--- src/rtl/clz_pkg.sv ---
// Shared types and helpers for the pipelined leading-zero counter.
// Optional feature macro used by clz_pipe: CLZ_PIPE_CLO_EN (count leading ones).
package clz_pkg;

    localparam int MAX_N     = 64;
    localparam int MAX_TAG_W = 16;

    // Width needed to hold a count in 0..n.
    function automatic int cnt_w(input int n);
        return $clog2(n + 1);
    endfunction

    localparam int MAX_CW = cnt_w(MAX_N);

    // One pipeline stage's result view: sized for the largest supported operand and tag.
    typedef struct packed {
        logic                 valid;
        logic [MAX_CW-1:0]    count;
        logic                 allzero;
        logic [MAX_TAG_W-1:0] tag;
    } stage_t;

endpackage

--- src/rtl/clz_node.sv ---
// One combine step of the leading-zero tree: merges the results of two
// adjacent halves of width HALF_W into the result for the joined field.
module clz_node
    import clz_pkg::*;
#(
    parameter int HALF_W = 1,
    parameter int CW     = 6
) (
    input  logic [CW-1:0] cnt_hi_i,
    input  logic [CW-1:0] cnt_lo_i,
    input  logic          az_hi_i,
    input  logic          az_lo_i,
    output logic [CW-1:0] cnt_o,
    output logic          az_o
);

    localparam logic [CW-1:0] HALF = CW'(HALF_W);

    // An all-zero upper half passes its full width plus the lower count; otherwise the upper count wins.
    always_comb begin
        cnt_o = az_hi_i ? (HALF + cnt_lo_i) : cnt_hi_i;
        az_o  = az_hi_i & az_lo_i;
    end

endmodule

--- src/rtl/clz_pipe.sv ---
// Pipelined leading-zero counter (MIPS32 CLZ) with zero/nzero flags and a
// destination tag carried alongside. Valid/ready on both sides, one global
// advance signal: adv = out_ready | ~out_valid; every stage loads on adv,
// bubbles included, and in_ready = adv.
// Define CLZ_PIPE_CLO_EN to enable in_mode=1 (count leading ones, MIPS CLO).
module clz_pipe
    import clz_pkg::*;
#(
    parameter int N      = 32,
    parameter int STAGES = 2,
    parameter int TAG_W  = 5
) (
    input  logic                clk,
    input  logic                rst,
    input  logic                in_valid,
    output logic                in_ready,
    input  logic [N-1:0]        in_a,
    input  logic [TAG_W-1:0]    in_tag,
    input  logic                in_mode,
    output logic                out_valid,
    input  logic                out_ready,
    output logic [cnt_w(N)-1:0] out_count,
    output logic                out_zero,
    output logic                out_nzero,
    output logic [TAG_W-1:0]    out_tag
);

    localparam int CW  = cnt_w(N);
    localparam int LOG = $clog2(N);

    // True when a register sits after tree level l: levels round(k*LOG/STAGES), k=1..STAGES.
    function automatic bit is_reg(input int l);
        bit hit;
        hit = 1'b0;
        for (int k = 1; k <= STAGES; k++) begin
            if (((2 * k * LOG + STAGES) / (2 * STAGES)) == l) hit = 1'b1;
        end
        return hit;
    endfunction

    logic         adv;
    logic [N-1:0] opnd;

    assign adv      = out_ready | ~out_valid;
    assign in_ready = adv;

`ifdef CLZ_PIPE_CLO_EN
    // Counting ones is counting zeros of the inverted operand.
    assign opnd = in_mode ? ~in_a : in_a;
`else
    logic unused_mode;
    assign unused_mode = in_mode;
    assign opnd        = in_a;
`endif

    for (genvar l = 0; l <= LOG; l++) begin : g_lvl
        localparam int NN = N >> l;

        logic [CW-1:0]    cnt [NN];
        logic             az  [NN];
        logic             v;
        logic             oz;
        logic             nz;
        logic [TAG_W-1:0] tag;

        if (l == 0) begin : g_leaf
            for (genvar i = 0; i < NN; i++) begin : g_bit
                assign cnt[i] = {{(CW-1){1'b0}}, ~opnd[i]};
                assign az[i]  = ~opnd[i];
            end
            // Flags always describe the original operand, independent of mode.
            assign v   = in_valid;
            assign oz  = ~|in_a;
            assign nz  = |in_a;
            assign tag = in_tag;
        end else begin : g_comb
            logic [CW-1:0] c_cnt [NN];
            logic          c_az  [NN];

            for (genvar j = 0; j < NN; j++) begin : g_node
                clz_node #(
                    .HALF_W (1 << (l - 1)),
                    .CW     (CW)
                ) u_node (
                    .cnt_hi_i (g_lvl[l-1].cnt[2*j+1]),
                    .cnt_lo_i (g_lvl[l-1].cnt[2*j]),
                    .az_hi_i  (g_lvl[l-1].az[2*j+1]),
                    .az_lo_i  (g_lvl[l-1].az[2*j]),
                    .cnt_o    (c_cnt[j]),
                    .az_o     (c_az[j])
                );
            end

            if (is_reg(l)) begin : g_reg
                // Stage register: loads from the previous level on adv, holds otherwise; reset flushes.
                always_ff @(posedge clk or posedge rst) begin
                    if (rst) begin
                        v   <= 1'b0;
                        oz  <= 1'b0;
                        nz  <= 1'b0;
                        tag <= '0;
                        for (int j = 0; j < NN; j++) begin
                            cnt[j] <= '0;
                            az[j]  <= 1'b0;
                        end
                    end else if (adv) begin
                        v   <= g_lvl[l-1].v;
                        oz  <= g_lvl[l-1].oz;
                        nz  <= g_lvl[l-1].nz;
                        tag <= g_lvl[l-1].tag;
                        for (int j = 0; j < NN; j++) begin
                            cnt[j] <= c_cnt[j];
                            az[j]  <= c_az[j];
                        end
                    end
                end
            end else begin : g_pass
                // Unregistered level: results flow straight to the next level.
                always_comb begin
                    v   = g_lvl[l-1].v;
                    oz  = g_lvl[l-1].oz;
                    nz  = g_lvl[l-1].nz;
                    tag = g_lvl[l-1].tag;
                    for (int j = 0; j < NN; j++) begin
                        cnt[j] = c_cnt[j];
                        az[j]  = c_az[j];
                    end
                end
            end
        end
    end

    stage_t out_st;

    // Collect the final (always registered) level into the output view.
    always_comb begin
        out_st         = '0;
        out_st.valid   = g_lvl[LOG].v;
        out_st.count   = MAX_CW'(g_lvl[LOG].cnt[0]);
        out_st.allzero = g_lvl[LOG].oz;
        out_st.tag     = MAX_TAG_W'(g_lvl[LOG].tag);
    end

    assign out_valid = out_st.valid;
    assign out_count = CW'(out_st.count);
    assign out_zero  = out_st.allzero;
    assign out_nzero = g_lvl[LOG].nz;
    assign out_tag   = TAG_W'(out_st.tag);

endmodule

--- config.mk ---
export PLATFORM = sky130hd
export DESIGN_NAME = clz_pipe
export DESIGN_NICKNAME = d
export VERILOG_FILES = /design/src/rtl/clz_pkg.sv /design/src/rtl/clz_node.sv /design/src/rtl/clz_pipe.sv
export SDC_FILE = /design/constraint.sdc
export NUM_CORES = 1
export LEC_CHECK = 0
export ABC_AREA = 1
export CAP_MARGIN = 10
export CELL_PAD_IN_SITES_DETAIL_PLACEMENT = 0
export CELL_PAD_IN_SITES_GLOBAL_PLACEMENT = 1
export CORE_UTILIZATION = 44
export CTS_CLUSTER_SIZE = 20
export DETAILED_ROUTE_END_ITERATION = 6
export GPL_TIMING_DRIVEN = 1
export PLACE_DENSITY = 0.95
export SLEW_MARGIN = 20
export SYNTH_ARGS = -nofsm -noshare
export SYNTH_HDL_FRONTEND = slang
export SYNTH_HIERARCHICAL = 1
export SYNTH_SLANG_ARGS = --single-unit
--- constraint.sdc ---
create_clock -name clk -period 4.5 [get_ports clk]
set_input_delay 0.9 -clock clk [delete_from_list [all_inputs] [get_ports clk]]
set_output_delay 0.9 -clock clk [all_outputs]
set_load 0.05 [all_outputs]
Yosys cells after proc, flatten, opt, wreduce, memory -nomap -nowiden

Index checks and enable logic that the tools add are counted.

Reductions and logical operators: 2
Add/subtract/negate cells: 31
Bitwise gates (word level): 60
Mux-type cells: 31

Operators by type and width:

| cell                                        | count |
|---|---|
| two-way mux 6 bit                           | 31 |
| adder 2 x 6 -> 6 bit (first input constant) | 8 |
| inverter 1 bit                              | 33 |
| adder 1 x 1 -> 2 bit (first input constant) | 16 |
| OR reduction 32 bit                         | 1 |
| AND 1 bit                                   | 26 |
| adder 3 x 6 -> 6 bit (first input constant) | 4 |
| adder 4 x 6 -> 6 bit (first input constant) | 2 |
| adder 5 x 6 -> 6 bit (first input constant) | 1 |
| zero test 1 bit                             | 1 |
| bitwise OR 1 bit                            | 1 |

Input bits: 42
Logic and storage cells: 140
Flip-flop bits (word level): 49
Output and inout port bits: 15

Logic depth before layout (Yosys ltp)

Gate-level depths: netlist (run 1).

Word-level depth: 7
Gate-level depth with buffers: 17
Mapped depth without buffers: 17

Modules after synthesis

The synthesis (run 1) kept the hierarchy.

By module, submodules not included:

| module                                           | sequential area each (µm²) | area each (µm²) | times used | cells each |
|---|---|---|---|---|
| clz_node at g_lvl[1].g_comb.g_node[0].u_node ... | 0.0                        | 163.9           | 16         | 35 |
| clz_pipe                                         | 1251.2                     | 2132.0          | 1          | 270 |
| clz_node at g_lvl[2].g_comb.g_node[0].u_node ... | 0.0                        | 135.1           | 8          | 29 |
| clz_node at g_lvl[3].g_comb.g_node[0].u_node ... | 0.0                        | 118.9           | 4          | 25 |
| clz_node at g_lvl[4].g_comb.g_node[0].u_node ... | 0.0                        | 105.1           | 2          | 25 |
| clz_node at g_lvl[5].g_comb.g_node[0].u_node     | 0.0                        | 92.6            | 1          | 24 |

Worst setup path before layout (run 1)

Ideal clock, no wire load.

Kind: input to register
Start: input in_a[24]
End: register g_lvl[3].cnt[4] (netlist name)
Stages: 12
Arrival time: 2347 ps
Path buffers: 0
Required time: 4384 ps
Library setup time: 116 ps
Path slack: 2036 ps
Cells stage by stage: inv_1 > ha_1 > nand2_1 > nand2_1 > ha_1 > nand2_1 > nand2_1 > ha_1 > xnor2_1 > o21ai_1 > nand2_1 > nand2_1

RTL lines:

| item                          | RTL line        | text |
|---|---|---|
| start, declared               | clz_pipe.sv:17  | `input logic [N-1:0] in_a,` |
| end signal, assigned by index | clz_pipe.sv:112 | `cnt[j] <= c_cnt[j];` |
| end, declared                 | clz_pipe.sv:59  | `logic [CW-1:0] cnt [NN];` |

==> summary.md, run 1 <==
| Metric | Value |
|---|---|
| Slew margin rel. | 0.447 |
| Layout net count | 1699 |
| CTS Hold Bufs | 0 |
| Synthesized instance count | 1222 |
| PostCTS Resize Cnt | 0 |
| Cell Pwr Density | 191 nW/um^2 |
| Die W | 124 um |
| Die area | 15400 um^2 |
| First-pass GRT wire length | 25200 um |
| RSZ-0062 raised after global routing | no |
| # Post-CTS Setup Buffers | 0 |
| Total number of yosys warnings | 6 |
| CTS Buf Count | 5 |
| Initial antenna violation count | 0 |
| CTS Buffer Depth | 2 |
| Nature of the critical path startpoint | input port |
| Multi-input gate area | 5930 um^2 |
| Most common cell after layout, fill and taps aside | nand2_1 |
| Ports | 57 |
| Fin crit share | 0.676 |
| Fin crit period | 3040 ps |
| # diodes | 0 |
| Outcome | complete, no violations |
| Leakage | 5.60 nW |
| Placed cell area | 8580 um^2 |
| Total power | 1.66 mW |
| Worst VDD drop | 0.000237 V |
| Delay-heaviest family, CP | adder cells |
| Final worst-path setup slack | 1460 ps |
| Clock latency on the worst-skew pair | 280 ps |
| Core area | 14500 um^2 |
| Hpwl dp | 11600 um |
| Crit-path max FO | 4 |
| Area of the mapped netlist | 6540 um^2 |
| Row cnt | 44 |
| Mean post-synth cell area | 5.35 um^2 |
| Drt pass-1 iters | 4 |
| Pins Over Slew Limit | 0 |
| CP dominant cell by count | nand2_1 |
| Setup_tns | 0 ps |
| CP max-delay cell | clkdlybuf4s50_1 |
| Crit path cell chain | clkdlybuf4s50_1 > inv_1 > ha_1 > nand2_1 > nand2_1 > ha_1 > nand2_1 > nand2_1 > ha_1 > xnor2_1 > o21ai_1 > nand2_1 > nand2_1 |
| Max-cap violations | 0 |
| Worst Tran Pin Value | 828 ps |
| Vias per inst | 4.02 |
| GRT overflow | 0 |
| Gr usage total | 0.198 |
| Worst Setup Path Type | input port to flip-flop |
| Worst Path Buf+Inv | 2 |
| Layout cells sized above 1 | 0.0289 |
| Max Clock Freq | 329 MHz |
| H-tree depth | 2 |
| Via count | 7282 |
| Starting Density | 0.450 |
| Post-route ant nets | 0 |
| Clock skew | 3.90 ps |
| Largest net degree at the start of global routing | 50 |
| Register area | 1230 um^2 |
| Crit path arrival time | 3220 ps |
| Final Hold Fails | 0 |
| DRT iter0 DRCs | 270 |
| Vias in the first global route | 6137 |
| Die span in y | 124 um |
| DRC violations left | 0 |
| Post-route cell area | 8720 um^2 |
| P&R area growth vs syn | 33.3% |
| Port Buf Inserts | 55 |
| Setup crit end kind | flip-flop |
| HP Class | flip-flop to flip-flop |
| Worst-path clk slew | 60 ps |
| Average wire per standard cell | 7.84 um |
| Setup WS pre-CTS | 1210 ps |
| Count of final setup violators | 0 |
| WL final | 14200 um |
| Global placer's final weighted congestion | 0.822 |
| CTS tree | built |
| Fillers | 1555 |
| CTS sink count | 49 |
| Required time of the critical path | 4670 ps |
| Slowest Stage Delay on Critical Path | 610 ps |
| Clk Tree Root Cell | clkbuf_16 |
| Commonest cells after routing, fill and taps aside | nand2_1, conb_1, inv_1 |
[per-stage QoR]
stage,util,cells,hold WS (ps)
after global placement,0.590,1804,434
after detailed placement,0.590,1804,439
after global routing,0.600,1812,499
final,0.600,1812,448
after CTS,0.600,1812,455
after floorplan,-,1573,423
[where the power goes]
group	switching [mW]	total, mW	internal (mW)
combinational	0.481	0.748	0.267
clock	0.152	0.358	0.206
sequential	0.0460	0.555	0.509
total	0.678	1.66	0.983
[state kept, by name, indices dropped and copies added, names as in the netlist]
| signal | flops |
|---|---|
| out_valid | 1 |
| out_tag | 5 |
| g_lvl.nz | 1 |
| g_lvl.v | 1 |
| out_count | 6 |
| g_lvl.tag | 5 |
| out_nzero | 1 |
| g_lvl.cnt | 24 |
| out_zero | 1 |
| g_lvl.az | 3 |
| g_lvl.oz | 1 |
[worst paths after layout]
kind                            start               end  slack (ps)  cells past startpoint
setup / recovery              in_a[0]  g_lvl[3].cnt[22]        1460                     13
hold / removal             g_lvl[3].v         out_valid         450                      2
setup reg to reg            out_valid       g_lvl[3].nz        3010                      7
hold reg to reg            g_lvl[3].v         out_valid         450                      2
max in group asynchronous         rst        out_tag[4]        2890                      2
min in group asynchronous         rst      out_count[3]        1120                      2
[layout make-up]
class | instances | area share
Sequential cell | 49 | 0.141
Clock buffer | 7 | 0.0152
Inverter | 168 | 0.0725
Clock inverter | 1 | 0.000861
Tap cell | 184 | 0.0264
Multi-Input combinational cell | 1346 | 0.680
Timing Repair Buffer | 57 | 0.0646
[worst reg2reg max path: cells and delay by family (launching register included)]
family / cells / cell delay [ps]
DFF: 1 / 400
and+or+nand+nor: 5 / 520
buffers and inverters: 2 / 500
[routing by layer]
| layer | track usage | up-vias | wire, um |
|---|---|---|---|
| li1 | - | 4300 | - |
| met1 | 0.264 | 2900 | 7370 |
| met2 | 0.355 | 80 | 6390 |
| met3 | 0.0229 | 2 | 410 |
| met4 | 0.0179 | 0 | 25 |
| met5 | 0 | - | 0 |
Note: power is estimated with default switching activity, not from simulation.
==> run 2, diff against run 1 <==
Settings changed: CORE_UTILIZATION 44 to 41, PLACE_DENSITY 0.95 to 0.94.
Clock period 4.5 ns to 3 ns, I/O delays scaled along.
==> run 2 against run 1 <==
  * Power increased by 57%
  * Setup slack got worse by 1000 ps
  * Critical path type unchanged
  * Clock skew is 1.1 ps higher
  * Hold slack better by 6.5 ps
  * Largest cell class unchanged
  * Register-to-register slack worse by 1400 ps
  * Highest routed layer unchanged
  * Sequential cell count unchanged
==> summary.md, run 2 (synthesis results as in run 1) <==
| Metric | Value |
|---|---|
| Outcome | complete, no violations |
| CP max-delay cell | clkdlybuf4s50_1 |
| Worst VDD drop | 0.000241 V (+1.8%) |
| Slew margin rel. | 0.594 (+0.147) |
| Clock skew | 4.99 ps (+1.09 ps) |
| Crit-path max FO | 4 (unchanged) |
| Required time of the critical path | 3180 ps (-1490 ps) |
| # diodes | 0 (unchanged) |
| Reg-to-reg startpoint | out_valid |
| Starting Density | 0.425 (-0.0245) |
| Met1 Use GR | 0.257 (-0.00696) |
| Number of flip-flops in the largest register | 24 (unchanged) |
| Max Clock Freq | 392 MHz |
| Drt pass-1 iters | 4 (unchanged) |
| Die W | 128 um (+3.5%) |
| P&R area growth vs syn | 35.1% |
| Clk Tree Root Cell | clkbuf_16 |
| CTS Buffer Depth | 2 (unchanged) |
| GRT Max-Usage Layer | met2 |
| Die area | 16500 um^2 (+7.2%) |
| First-pass GRT wire length | 26400 um (+4.7%) |
| Cell Pwr Density | 296 nW/um^2 (+55%) |
| DRC violations left | 0 (unchanged) |
| Min-Delay Path Depth | 2 (unchanged) |
| Register area | 1230 um^2 (unchanged) |
| Setup crit end kind | flip-flop |
| CTS tree | built |
| Max-cap violations | 0 (unchanged) |
| Crit path cell chain | clkdlybuf4s50_1 > inv_1 > ha_1 > nand2_1 > nand2_1 > ha_1 > nand2_1 > nand2_1 > ha_1 > xnor2_1 > o21ai_1 > nand2_1 > nand2_1 |
| DRT iter0 DRCs | 251 (-7.0%) |
| Worst Path Buf+Inv | 2 (unchanged) |
| Pins Over Slew Limit | 0 (unchanged) |
| Layout cells sized above 1 | 0.0336 (+0.00477) |
| Global placer's final weighted congestion | 0.796 (-3.2%) |
| Vias in the first global route | 6326 (+3.1%) |
| RSZ-0062 raised after global routing | no |
| Port Buf Inserts | 55 (unchanged) |
| R2r endpoint | g_lvl[3].oz |
| Clock latency on the worst-skew pair | 290 ps (about the same) |
| Setup_tns | 0 ps (unchanged) |
| Biggest register | g_lvl.cnt |
| Fin crit period | 2550 ps |
| Non-filler cells, final | 1846 (+1.9%) |
| Hpwl dp | 11900 um (+3.1%) |
| CTS Buf Count | 5 (unchanged) |
| Worst Setup Path Type | input port to flip-flop |
| Hold Path Origin | g_lvl[3].v |
| Setup WS pre-CTS | 153 ps (-1050 ps) |
| CTS sink count | 49 (unchanged) |
| Global Route met3 Usage | 0.0184 (-0.00453) |
| CP Depth | 13 (unchanged) |
| H-tree depth | 2 (unchanged) |
| # Post-CTS Setup Buffers | 0 (unchanged) |
| Final worst-path setup slack | 448 ps (-1010 ps) |
| Core area | 15400 um^2 (+5.8%) |
| Worst R2R Setup Slack | 1610 ps (-1400 ps) |
| WL final | 14600 um (+2.8%) |
| Delay-heaviest family, CP | adder cells |
| Sink of the worst hold path | out_valid |
| Crit path arrival time | 2730 ps (-490 ps) |
| Layout net count | 1706 (+0.41%) |
| Nature of the critical path startpoint | input port |
| Ports | 57 (unchanged) |
| R2R cell count | 6 (-1) |
| Met2 usage | 0.330 (-0.0245) |
| Worst Tran Pin Value | 609 ps (-219 ps) |
| Placed Cells | 1838 (+1.9%) |
| Fin crit share | 0.851 |
| GRT overflow | 0 (unchanged) |
| Count of final setup violators | 0 (unchanged) |
| HP Class | flip-flop to flip-flop |
| Initial antenna violation count | 0 (unchanged) |
| Row cnt | 45 (+2.3%) |
| Vias per inst | 3.98 (-1.0%) |
| Average wire per standard cell | 7.91 um (+0.89%) |
| Slowest Stage Delay on Critical Path | 530 ps (-80 ps) |
| Commonest cells after routing, fill and taps aside | nand2_1, conb_1, inv_1 |
| CTS Hold Bufs | 0 (unchanged) |
| Leakage | 5.65 nW (+0.96%) |
| Worst-path clk slew | 60 ps (about the same) |
| Largest net degree at the start of global routing | 50 (unchanged) |
| Total power | 2.61 mW (+57%) |
| Gr usage total | 0.190 (-0.00827) |
| PostCTS Resize Cnt | 0 (unchanged) |
| Die span in y | 128 um (+3.5%) |
| Via count | 7343 (+0.84%) |
| Fin util | 0.575 (-0.0250) |
| Most common cell after layout, fill and taps aside | nand2_1 |
| Post-route ant nets | 0 (unchanged) |
| Final Hold Fails | 0 (unchanged) |
| Multi-input gate area | 5930 um^2 (unchanged) |
| CP dominant cell by count | nand2_1 |
| Fillers | 1693 (+8.9%) |
run 2: where the power goes:
group	switching [mW]	internal [mW]	leakage, nW	total [mW]
Sequential	0.0651	0.764	0.604	0.829
Combinational	0.728	0.409	4.97	1.14
Clock	0.231	0.416	0.0841	0.647
run 2: cell type report:
cell class / count / share of cell area
Sequential cell: 49 / 0.139
Inverter: 168 / 0.0714
Clock buffer: 7 / 0.0161
Tap cell: 211 / 0.0299
Clock inverter: 1 / 0.00340
Timing Repair Buffer: 64 / 0.0697
Multi-Input combinational cell: 1346 / 0.671
run 2: worst max-delay path by stage:
stage | end | from
finish | g_lvl[3].cnt[22] | in_a[0]
global route | g_lvl[3].cnt[22] | in_a[0]
CTS | g_lvl[3].cnt[22] | in_a[0]
detailed placement | g_lvl[3].cnt[22] | in_a[0]
global placement | g_lvl[3].cnt[22] | in_a[0]
floorplan | g_lvl[3].cnt[4] | in_a[24]
run 2: tightest hold or removal path, cell delays in order (launching register included):
cell and delay, ps:
dfrtp_1 320, inv_1 50, nand2_1 50
run 2: through the flow:
step | hold slack (ps) | instance area, um^2
6_report | 455 | 8830
3_3_place_gp | 434 | 8660
4_1_cts | 456 | 8830
2_1_floorplan | 423 | 7860
3_5_place_dp | 439 | 8660
5_1_grt | 495 | 8830
run 2: per-layer routing:
metal  vias to the layer above  part of all wire
met4                         0            0.0062
li1                       4317                 -
met1                      2948              0.54
met3                         6             0.022
met2                        72              0.43
met5                         -                 0
==> run 3, diff against run 2 <==
Settings changed: REMOVE_ABC_BUFFERS set to 1.
==> run 3 against run 2 <==
  * Global-route usage rose by 0.070 points
  * Critical path depth did not move
  * Core utilization rose by 0.19 points
  * Largest power group unchanged
  * Register-to-register slack got worse by 20 ps
  * Sequential share of layout area barely moved
  * Setup slack improved by 29 ps
  * Via count fell by 0.46%
==> summary.md, run 3 (synthesis results as in run 1) <==
| Metric | Value |
|---|---|
| Fin util | 0.577 (+0.00187) |
| First-pass GRT wire length | 26500 um (+0.39%) |
| # diodes | 0 (unchanged) |
| Max-cap violations | 0 (unchanged) |
| Commonest cells after routing, fill and taps aside | nand2_1, conb_1, inv_1 |
| CP Depth | 13 (unchanged) |
| CTS Buffer Depth | 2 (unchanged) |
| Crit path arrival time | 2710 ps (-20 ps) |
| Pins Over Slew Limit | 0 (unchanged) |
| Number of flip-flops in the largest register | 24 (unchanged) |
| GRT overflow | 0 (unchanged) |
| P&R area growth vs syn | 35.5% |
| Reg-to-reg startpoint | out_valid |
| CTS tree | built |
| Nature of the critical path startpoint | input port |
| Crit path from | in_a[8] |
| Largest net degree at the start of global routing | 50 (unchanged) |
| Cell Pwr Density | 297 nW/um^2 (+0.31%) |
| Delay-heaviest family, CP | adder cells |
| Global placer's final weighted congestion | 0.832 (+4.5%) |
| Vias per inst | 3.95 (-0.68%) |
| WL final | 14800 um (+1.6%) |
| Register area | 1230 um^2 (unchanged) |
| Leakage | 5.67 nW (+0.27%) |
| Worst Path Buf+Inv | 2 (unchanged) |
| Via count | 7309 (-0.46%) |
| Port Buf Inserts | 55 (unchanged) |
| Max Clock Freq | 396 MHz (+1.1%) |
| Die span in y | 128 um (unchanged) |
| Worst hold slack | 453 ps (-1.42 ps) |
| Setup WS pre-CTS | 166 ps (+13.0 ps) |
| Hpwl dp | 12200 um (+2.5%) |
| Layout net count | 1710 (+0.23%) |
| Count of final setup violators | 0 (unchanged) |
| Fillers | 1695 (+0.12%) |
| Final Hold Fails | 0 (unchanged) |
| Gr usage total | 0.191 (+0.000697) |
| Placed cell area | 8690 um^2 (+0.35%) |
| Clk Tree Root Cell | clkbuf_16 |
| Most common cell after layout, fill and taps aside | nand2_1 |
| Biggest register | g_lvl.cnt |
| HP Class | flip-flop to flip-flop |
| Worst VDD drop | 0.000240 V (-0.46%) |
| CP max-delay cell | clkdlybuf4s50_1 |
| CP dominant cell by count | nand2_1 |
| Drt pass-1 iters | 4 (unchanged) |
| Worst Setup Path Type | input port to flip-flop |
| Post-route cell area | 8860 um^2 (+0.33%) |
| CTS Hold Bufs | 0 (unchanged) |
| Setup_tns | 0 ps (unchanged) |
| Worst-path clk slew | 70 ps (about the same) |
| Post-route ant nets | 0 (unchanged) |
| Worst R2R Setup Slack | 1590 ps (-20 ps) |
| Slowest Stage Delay on Critical Path | 470 ps (-60 ps) |
| Setup crit end kind | flip-flop |
| Ports | 57 (unchanged) |
| R2R cell count | 6 (unchanged) |
| DRT iter0 DRCs | 273 (+8.8%) |
| Multi-input gate area | 5930 um^2 (unchanged) |
| H-tree depth | 2 (unchanged) |
| R2r endpoint | g_lvl[3].oz |
| Final worst-path setup slack | 477 ps (+28.9 ps) |
| Required time of the critical path | 3190 ps (about the same) |
| DRC violations left | 0 (unchanged) |
| Die area | 16500 um^2 (unchanged) |
| Average wire per standard cell | 8.02 um (+1.4%) |
| Fin crit period | 2520 ps (-28.9 ps) |
| RSZ-0062 raised after global routing | no |
| Fin crit share | 0.841 (-0.00964) |
| Starting Density | 0.425 (unchanged) |
| Row cnt | 45 (unchanged) |
| Clock skew | 3.28 ps (-1.71 ps) |
| Worst Tran Pin Value | 521 ps (-88.0 ps) |
| Core area | 15400 um^2 (unchanged) |
| Clock latency on the worst-skew pair | 290 ps (about the same) |
| CP Capture Point | g_lvl[3].cnt[16] |
| PostCTS Resize Cnt | 0 (unchanged) |
| Slew margin rel. | 0.652 (+0.0576) |
| Vias in the first global route | 6247 (-1.2%) |
| Crit-path max FO | 5 (+1) |
| # Post-CTS Setup Buffers | 0 (unchanged) |
| Layout cells sized above 1 | 0.0366 (+0.00297) |
| CTS sink count | 49 (unchanged) |
| CTS Buf Count | 5 (unchanged) |
| Initial antenna violation count | 0 (unchanged) |
| Die W | 128 um (unchanged) |
| Outcome | complete, no violations |
| Crit path cell chain | clkdlybuf4s50_1 > inv_1 > ha_1 > nand2_1 > nand2_1 > ha_1 > nand2_1 > nand2_1 > ha_1 > xnor2_1 > o21ai_1 > nand2_1 > nand2_1 |
## run 3: power by group
part	leakage [nW]	switching (mW)	total (mW)	internal, mW
Clock	0.0800	0.261	0.656	0.395
Sequential	0.604	0.0649	0.828	0.763
Combinational	4.99	0.732	1.15	0.414
Total	5.67	1.06	2.63	1.57
## run 3: worst min-delay path by stage
stage               slack [ps]  depth (start not counted)         to       start
global route               490                          2  out_valid  g_lvl[3].v
floorplan                  420                          2  out_valid  g_lvl[3].v
finish                     450                          2  out_valid  g_lvl[3].v
global placement           430                          2  out_valid  g_lvl[3].v
detailed placement         440                          2  out_valid  g_lvl[3].v
CTS                        460                          2  out_valid  g_lvl[3].v
## run 3: cell type report
type,instances,share of cell area
Multi-Input combinational cell,1346,0.669
Sequential cell,49,0.138
Timing Repair Buffer,68,0.0728
Inverter,168,0.0711
Tap cell,211,0.0298
Clock buffer,5,0.0141
Clock inverter,3,0.00522
## run 3: stage by stage
stage	instances	power, mW
after floorplan	1563	1.66
after global placement	1842	1.94
after detailed placement	1842	1.95
after CTS	1850	2.61
after global routing	1850	2.87
final	1850	2.63
## run 3: tightest hold or removal path, stage by stage (launching register included)
cell     delay [ps]
dfrtp_1         330
inv_1            50
nand2_1          50
## run 3: metal layers
metal | part of all wire | track usage
met1 | 0.53 | 0.262
met2 | 0.44 | 0.332
met3 | 0.024 | 0.0146
met4 | 0.0049 | 0.0270
met5 | 0 | 0
